[src/rtl/i2c_wr_arbiter_pkg.sv]
// i2c_pkg: definitions shared by the I2C write arbiter and the I2C master.
//   state_e          arbiter FSM states
//   I2C_ADDR_W/DATA  bus field widths shared with the master
//   DEF_TIMEOUT_CYC  default watchdog limit in clk cycles
//   tmr_width()      watchdog counter width for a given limit (never 0)
package i2c_pkg;

    typedef enum logic [1:0] {
        IDLE  = 2'd0,
        ISSUE = 2'd1,
        DRAIN = 2'd2,
        RESP  = 2'd3
    } state_e;

    localparam int I2C_ADDR_W      = 7;
    localparam int I2C_DATA_W      = 8;
    localparam int DEF_TIMEOUT_CYC = 65535;

    // A disabled watchdog (limit 0) still needs a 1-bit counter to stay legal.
    function automatic int tmr_width(input int tmo);
        return (tmo < 1) ? 1 : $clog2(tmo + 1);
    endfunction

endpackage

[src/rtl/i2c_wr_arbiter_rr.sv]
// rr_arbiter: combinational rotating-priority search.
//   req    [N]     request lines
//   ptr    [ID_W]  index with the highest priority this round
//   en             search enable; when low nothing is granted
//   gnt    [N]     one-hot grant
//   gnt_id [ID_W]  index of the granted line
//   any            a grant was made
module rr_arbiter #(
    parameter int N    = 4,
    parameter int ID_W = 2
) (
    input  logic [N-1:0]    req,
    input  logic [ID_W-1:0] ptr,
    input  logic            en,
    output logic [N-1:0]    gnt,
    output logic [ID_W-1:0] gnt_id,
    output logic            any
);

    always_comb begin
        logic [ID_W-1:0] idx;
        gnt    = '0;
        gnt_id = '0;
        any    = 1'b0;
        idx    = '0;
        if (en) begin
            for (int k = 0; k < N; k++) begin
                idx = ID_W'((int'(ptr) + k) % N);
                if (!any && req[idx]) begin
                    any      = 1'b1;
                    gnt[idx] = 1'b1;
                    gnt_id   = idx;
                end
            end
        end
    end

endmodule

[src/rtl/i2c_wr_arbiter.sv]
// i2c_wr_arbiter: shares one I2C write master between NUM_REQ requesters.
//   clk, rst                 clock, async active-high reset
//   req_valid/req_ready      per-requester handshake (ready is a 1-cycle pulse)
//   req_addr/req_data        packed 7-bit address / 8-bit data per requester
//   rsp_done/rsp_err         one-hot completion pulse, err = watchdog timeout
//   m_start/m_addr/m_data    to the master; m_done from the master
//   busy, grant_id           status
//
// state | meaning
// IDLE  | wait for a request while m_done is low, arbitrate, latch it
// ISSUE | m_start high, watchdog running
// DRAIN | m_start low, wait for the master to release done
// RESP  | one-cycle rsp_done/rsp_err to the owner
module i2c_wr_arbiter
    import i2c_pkg::*;
#(
    parameter int NUM_REQ     = 4,
    parameter int TIMEOUT_CYC = DEF_TIMEOUT_CYC,
    parameter int ID_W        = 2
) (
    input  logic                          clk,
    input  logic                          rst,
    input  logic [NUM_REQ-1:0]            req_valid,
    output logic [NUM_REQ-1:0]            req_ready,
    input  logic [NUM_REQ*I2C_ADDR_W-1:0] req_addr,
    input  logic [NUM_REQ*I2C_DATA_W-1:0] req_data,
    output logic [NUM_REQ-1:0]            rsp_done,
    output logic                          rsp_err,
    output logic                          m_start,
    output logic [I2C_ADDR_W-1:0]         m_addr,
    output logic [I2C_DATA_W-1:0]         m_data,
    input  logic                          m_done,
    output logic                          busy,
    output logic [ID_W-1:0]               grant_id
);

    localparam int              TMR_W    = tmr_width(TIMEOUT_CYC);
    localparam bit              WDOG_EN  = (TIMEOUT_CYC != 0);
    localparam logic [TMR_W-1:0] TMR_LAST = TMR_W'(WDOG_EN ? TIMEOUT_CYC - 1 : 0);
    localparam logic [TMR_W-1:0] TMR_MAX  = '1;
    localparam logic [ID_W-1:0]  LAST_ID  = ID_W'(NUM_REQ - 1);

    state_e                  state_q, state_d;
    logic [NUM_REQ-1:0]      req_ready_q, req_ready_d;
    logic [I2C_ADDR_W-1:0]   m_addr_q, m_addr_d;
    logic [I2C_DATA_W-1:0]   m_data_q, m_data_d;
    logic [ID_W-1:0]         grant_q, grant_d;
    logic [ID_W-1:0]         rr_ptr_q, rr_ptr_d;
    logic [TMR_W-1:0]        timer_q, timer_d;
    logic                    err_q, err_d;

    logic                    arb_en;
    logic [NUM_REQ-1:0]      arb_gnt;
    logic [ID_W-1:0]         arb_id;
    logic                    arb_any;

    // A done still high from the previous transfer blocks arbitration so it
    // can never be mistaken for completion of the next one.
    assign arb_en = (state_q == IDLE) && !m_done;

    rr_arbiter #(
        .N    (NUM_REQ),
        .ID_W (ID_W)
    ) u_rr (
        .req    (req_valid),
        .ptr    (rr_ptr_q),
        .en     (arb_en),
        .gnt    (arb_gnt),
        .gnt_id (arb_id),
        .any    (arb_any)
    );

    always_ff @(posedge clk or posedge rst) begin
        if (rst) begin
            state_q     <= IDLE;
            req_ready_q <= '0;
            m_addr_q    <= '0;
            m_data_q    <= '0;
            grant_q     <= '0;
            rr_ptr_q    <= '0;
            timer_q     <= '0;
            err_q       <= 1'b0;
        end else begin
            state_q     <= state_d;
            req_ready_q <= req_ready_d;
            m_addr_q    <= m_addr_d;
            m_data_q    <= m_data_d;
            grant_q     <= grant_d;
            rr_ptr_q    <= rr_ptr_d;
            timer_q     <= timer_d;
            err_q       <= err_d;
        end
    end

    always_comb begin
        state_d     = state_q;
        req_ready_d = '0;
        m_addr_d    = m_addr_q;
        m_data_d    = m_data_q;
        grant_d     = grant_q;
        rr_ptr_d    = rr_ptr_q;
        timer_d     = timer_q;
        err_d       = err_q;

        unique case (state_q)
            IDLE: begin
                if (arb_any) begin
                    req_ready_d = arb_gnt;
                    m_addr_d    = req_addr[int'(arb_id)*I2C_ADDR_W +: I2C_ADDR_W];
                    m_data_d    = req_data[int'(arb_id)*I2C_DATA_W +: I2C_DATA_W];
                    grant_d     = arb_id;
                    rr_ptr_d    = (arb_id == LAST_ID) ? '0 : arb_id + 1'b1;
                    timer_d     = '0;
                    err_d       = 1'b0;
                    state_d     = ISSUE;
                end
            end
            ISSUE: begin
                // done is checked first so a done arriving on the last
                // watchdog cycle still counts as a clean completion
                if (m_done) begin
                    err_d   = 1'b0;
                    state_d = DRAIN;
                end else if (WDOG_EN && timer_q == TMR_LAST) begin
                    err_d   = 1'b1;
                    state_d = DRAIN;
                end else if (timer_q != TMR_MAX) begin
                    timer_d = timer_q + 1'b1;
                end
            end
            DRAIN: begin
                if (!m_done) begin
                    state_d = RESP;
                end
            end
            RESP: begin
                state_d = IDLE;
            end
            default: begin
                state_d = IDLE;
            end
        endcase
    end

    // Outputs decode straight from registers so an async reset clears them
    // without waiting for a clock edge.
    always_comb begin
        rsp_done = '0;
        if (state_q == RESP) begin
            rsp_done[grant_q] = 1'b1;
        end
    end

    assign rsp_err   = (state_q == RESP) && err_q;
    assign m_start   = (state_q == ISSUE);
    assign busy      = (state_q != IDLE);
    assign req_ready = req_ready_q;
    assign m_addr    = m_addr_q;
    assign m_data    = m_data_q;
    assign grant_id  = grant_q;

endmodule

[config.mk]
export PLATFORM = sky130hd
export DESIGN_NAME = i2c_wr_arbiter
export DESIGN_NICKNAME = d
export VERILOG_FILES = /design/src/rtl/i2c_wr_arbiter_pkg.sv /design/src/rtl/i2c_wr_arbiter_rr.sv /design/src/rtl/i2c_wr_arbiter.sv
export SDC_FILE = /design/constraint.sdc
export NUM_CORES = 1
export LEC_CHECK = 0
export ABC_AREA = 1
export BUFFER_PORTS_ARGS = -buffer_cell sky130_fd_sc_hd__buf_2
export CAP_MARGIN = 20
export CELL_PAD_IN_SITES_DETAIL_PLACEMENT = 1
export CELL_PAD_IN_SITES_GLOBAL_PLACEMENT = 1
export CORE_MARGIN = 2
export CORE_UTILIZATION = 35
export DETAILED_ROUTE_END_ITERATION = 10
export PLACE_DENSITY_LB_ADDON = 0.1
export SLEW_MARGIN = 25
export SYNTH_ARGS = -nofsm -noshare
export SYNTH_HDL_FRONTEND = slang
export SYNTH_HIERARCHICAL = 1
export SYNTH_SLANG_ARGS = --single-unit
[constraint.sdc]
create_clock -name clk -period 3.2 [get_ports clk]
set_input_delay 0.48 -clock clk [delete_from_list [all_inputs] [get_ports clk]]
set_output_delay 0.48 -clock clk [all_outputs]
set_load 0.05 [all_outputs]
==> results.md <==
- The clock passes through at most 2 buffers.
- The net total in the final layout is ~600.
- The global-route congestion overflow total is 0.
- The fraction of layout instances using a drive strength above 1 is between 30 and 40%.
- The effective utilization at floorplan is 35.8%.
- The synthesized area is slightly above 0.003 mm2.
- For this run, the slowest stage of the critical path takes between 400 and 500 ps.
- In this run the worst hold path is classified as in -> async.
- The count of clock tree sinks is 42.
- In the routed design, unresolved DRC markers number 0.
- After synthesis, flip-flops and latches occupy 33.8% of the total area.
- The routability-driven placement congestion ratio is 0.782.
- The top achievable clock speed is 344 MHz.
- The minimum clock period after layout is roughly 2900 ps.
- The final-layout setup total negative slack is 0 ps.
- The critical setup path kind is reg -> reg.
- The post-cts repair resize count is 0.
- The number of rows in the core area is 34.
- In the post-synthesis netlist, the biggest area contributors are dfrtp_1 34%, nand2_1 11%, nor2_1 7.1%.
- After the flow finishes, the layout carries non-filler instances totaling about 620.
- The cell with the largest stage delay on the worst path is a21oi_2.
- STA classifies the critical path endpoint as a register.
- After synthesis the netlist holds a flip-flop and latch count of 42.
- The commonest cells after synthesis are 90 x nand2_1, 59 x nor2_1, 42 x dfrtp_1, 35 x inv_1, 25 x nand3_1.
- The vias after detailed routing is between 3,000 and 4,000.
- The antenna diode count is 0.
- The first global-routing pass estimated around 15,000 um of wire.
- The number of setup violations in the final report is 0.
- The count of yosys warnings during synthesis is 6.
- The number of H-tree branching levels is 2.
- Before CTS, the worst setup slack after placement is around 290 ps.
- In the global route stage, overall resource usage came out at 18.6%.
- After detailed placement, the design holds a cell count of 615.
- The gate count of the mapped netlist is 418.
- The number of clock buffers added by TritonCTS is 5.
- The data arrival time of the critical path is 3080 ps.
- The critical path required time is 3380 ps.
- The initial antenna violation count is 0.
- The maximum VDD drop is between 0.0003 and 0.0004 V.
- The number of nets in the synthesized netlist is 500.
- The routed wirelength normalized by instance count is around 14 um.
- The leakage power figure is 1.88 nW.
- Entering global routing, the biggest net connects 29 pins.
- Between clock sinks in the finished design, the worst skew comes to approximately 4.5 ps.
- The startpoint class of the critical path is a register.
- Buffers placed on the I/O ports in this run total 94.
- Measured along the x axis, the die boundary spans 98.2 um.
- Once the clock tree was built, the setup fixing pass inserted 0 buffers.
- The top cell type by area accounts for roughly a third of the synthesized area.
- The area added between synthesis and finish is 22.9%.
- The tool flagged a number of max-cap violations equal to 0.
- The number of endpoints with negative hold slack in the final report came to 0.
- The routed wire length is 8620 um.
- Counting flops with an async set or reset pin after synthesis yields a share of 100%.
- The length of the first detailed-routing pass in iterations is 4.
- The count of flip-flops with a built-in enable after synthesis is 0.
- The most common flop cell mapped by yosys is dfrtp_1.
- For the pin with the worst max-slew slack, the measured transition is approximately 610 ps.
- Counting distinct cell types in the post-synthesis netlist gives 35.
- Clock-pin slew was measured on the worst setup and hold paths at ~90 ps.
- In this run the mean area of a mapped cell was ~7.4 um2.
- The number of violations reported at the end of detailed-routing iteration 0 is 67.
- The number of top-level design ports is 95.
- The flow ran to the end, and the final reports show no timing, DRC or antenna violations.
- Walking the worst path, the cells encountered are inv_2 > ha_1 > inv_1 > nand2_2 > nand2_2 > nor2_4 > nand2_1 > nand3b_1 > a21oi_2 > inv_1 > o21ai_0 > o221ai_1.
- The number of buffers inserted for hold repair after clock tree synthesis is 0.
- In this run the standard cell core region covers roughly 0.0087 mm2.
- Setup repair after global routing left no endpoint under its margin.
- The cell type contributing the most total cell area after synthesis is dfrtp_1.
- The CTS tree is built.
- Clock latency on the worst-skew pair, taken at its later pin, is ~310 ps.
- Measured along the y axis, the die boundary spans around 98 um.
- Across all setup checks in the final design, the least slack found is between 200 and 300 ps.
- Power spread over the standard cell area amounts to 828 mW/mm2.
- The floorplan step defined a die boundary enclosing between 0.009 and 0.01 mm2.
- The number of global-route vias before repair is 3,127.
- Using the TritonRoute via totals, the vias-per-cell ratio works out to roughly 4.8.
- The count of final max-slew check failures is 0.
- Headroom to the max-slew limit came out at 59.6%.
- The most frequently used cell type in the post-synthesis netlist is nand2_1.
- The count of nets left with antenna violations once routing finished came out at 0.
- The total half-perimeter wirelength after legalization and detailed placement is 6760 um.
- The largest fanout on the critical path is 23.
- The portion of the clock cycle consumed by the worst path in the final layout is about 91%.
- The tree is rooted in a clkbuf_8.
## critical path, delay by kind of cell (launching register included)
kind,cells,cell delay (ps)
AO/OA/AOI/OAI,3,880
adder cells (fa/ha/maj),1,310
buffers and inverters,3,730
flip-flops,1,400
AND/OR/NAND/NOR,5,440
## placed cells by master (no fill, tap or decap), types with 6 or more instances in the layout
cell type	Yosys	routed
o21ai_2	13	13
a21oi_1	7	6
nand3_1	25	25
a31oi_1	7	7
ha_1	15	15
inv_1	35	34
or2_2	8	8
o221ai_1	8	8
mux2i_1	8	8
buf_2	2	94
nor2_1	59	59
nand2_2	16	16
xor2_1	6	6
nand4_1	7	7
nand2_1	90	90
dfrtp_1	42	42
o21ai_0	24	24
## cells by family after synthesis
logic type / share of synthesized area, %
xor+xnor: 2.25
fa+ha+maj: 6.04
simple gates: 33.4
mux: 2.58
buf+inv: 6.88
compound gates: 15.1
flops: 33.8
## cell type report
| type | count | area (um2) |
|---|---|---|
| Sequential cell | 42 | 1050 |
| Inverter | 39 | 149 |
| Clock buffer | 6 | 72.6 |
| Multi-Input combinational cell | 326 | 1850 |
| Fill cell | 1132 | 4860 |
| Clock inverter | 2 | 37.5 |
| Timing Repair Buffer | 100 | 528 |
| Tap cell | 108 | 135 |
## routing by layer
layer	track usage (%)	up-vias	wire (um)
met4	4.11	0	83
met5	0	-	0
li1	-	1557	-
met1	24.2	1369	4110
met3	5.08	7	510
met2	31.1	83	3920
## registers in the layout, summed over array words and instances (netlist names)
signal	flops
state_q	2
timer_q	16
rr_ptr_q	2
err_q	1
req_ready	4
grant_id	2
m_data	8
m_addr	7
## per-stage QoR
step | total power, mW | utilization, % | hold slack, ps | instance area (um2)
2_1_floorplan | 2.28 | - | 441 | 3110
3_3_place_gp | 2.73 | 42.7 | 464 | 3710
3_5_place_dp | 2.76 | 42.7 | 472 | 3710
4_1_cts | 3.22 | 44.0 | 192 | 3820
5_1_grt | 3.43 | 44.0 | 214 | 3820
6_report | 3.16 | 44.0 | 179 | 3820
## power breakdown
group          total (mW)  switching, mW  internal (mW)
Sequential          0.765         0.0968          0.668
Combinational        1.96           1.39          0.571
Clock               0.438          0.205          0.233
Total                3.16           1.69           1.47
## worst paths after layout
kind                               from           to  slack (ps)  cells past startpoint
max in group asynchronous           rst    m_data[4]        2430                      3
min                                 rst  timer_q[13]         180                      2
max reg2reg                 rr_ptr_q[0]    m_addr[3]         300                     12
min reg2reg                       err_q        err_q         480                      2
min in group clk           req_addr[12]    m_addr[5]         460                      3
max                         rr_ptr_q[0]    m_addr[3]         300                     12
Note: power is estimated with default switching activity, not from simulation.
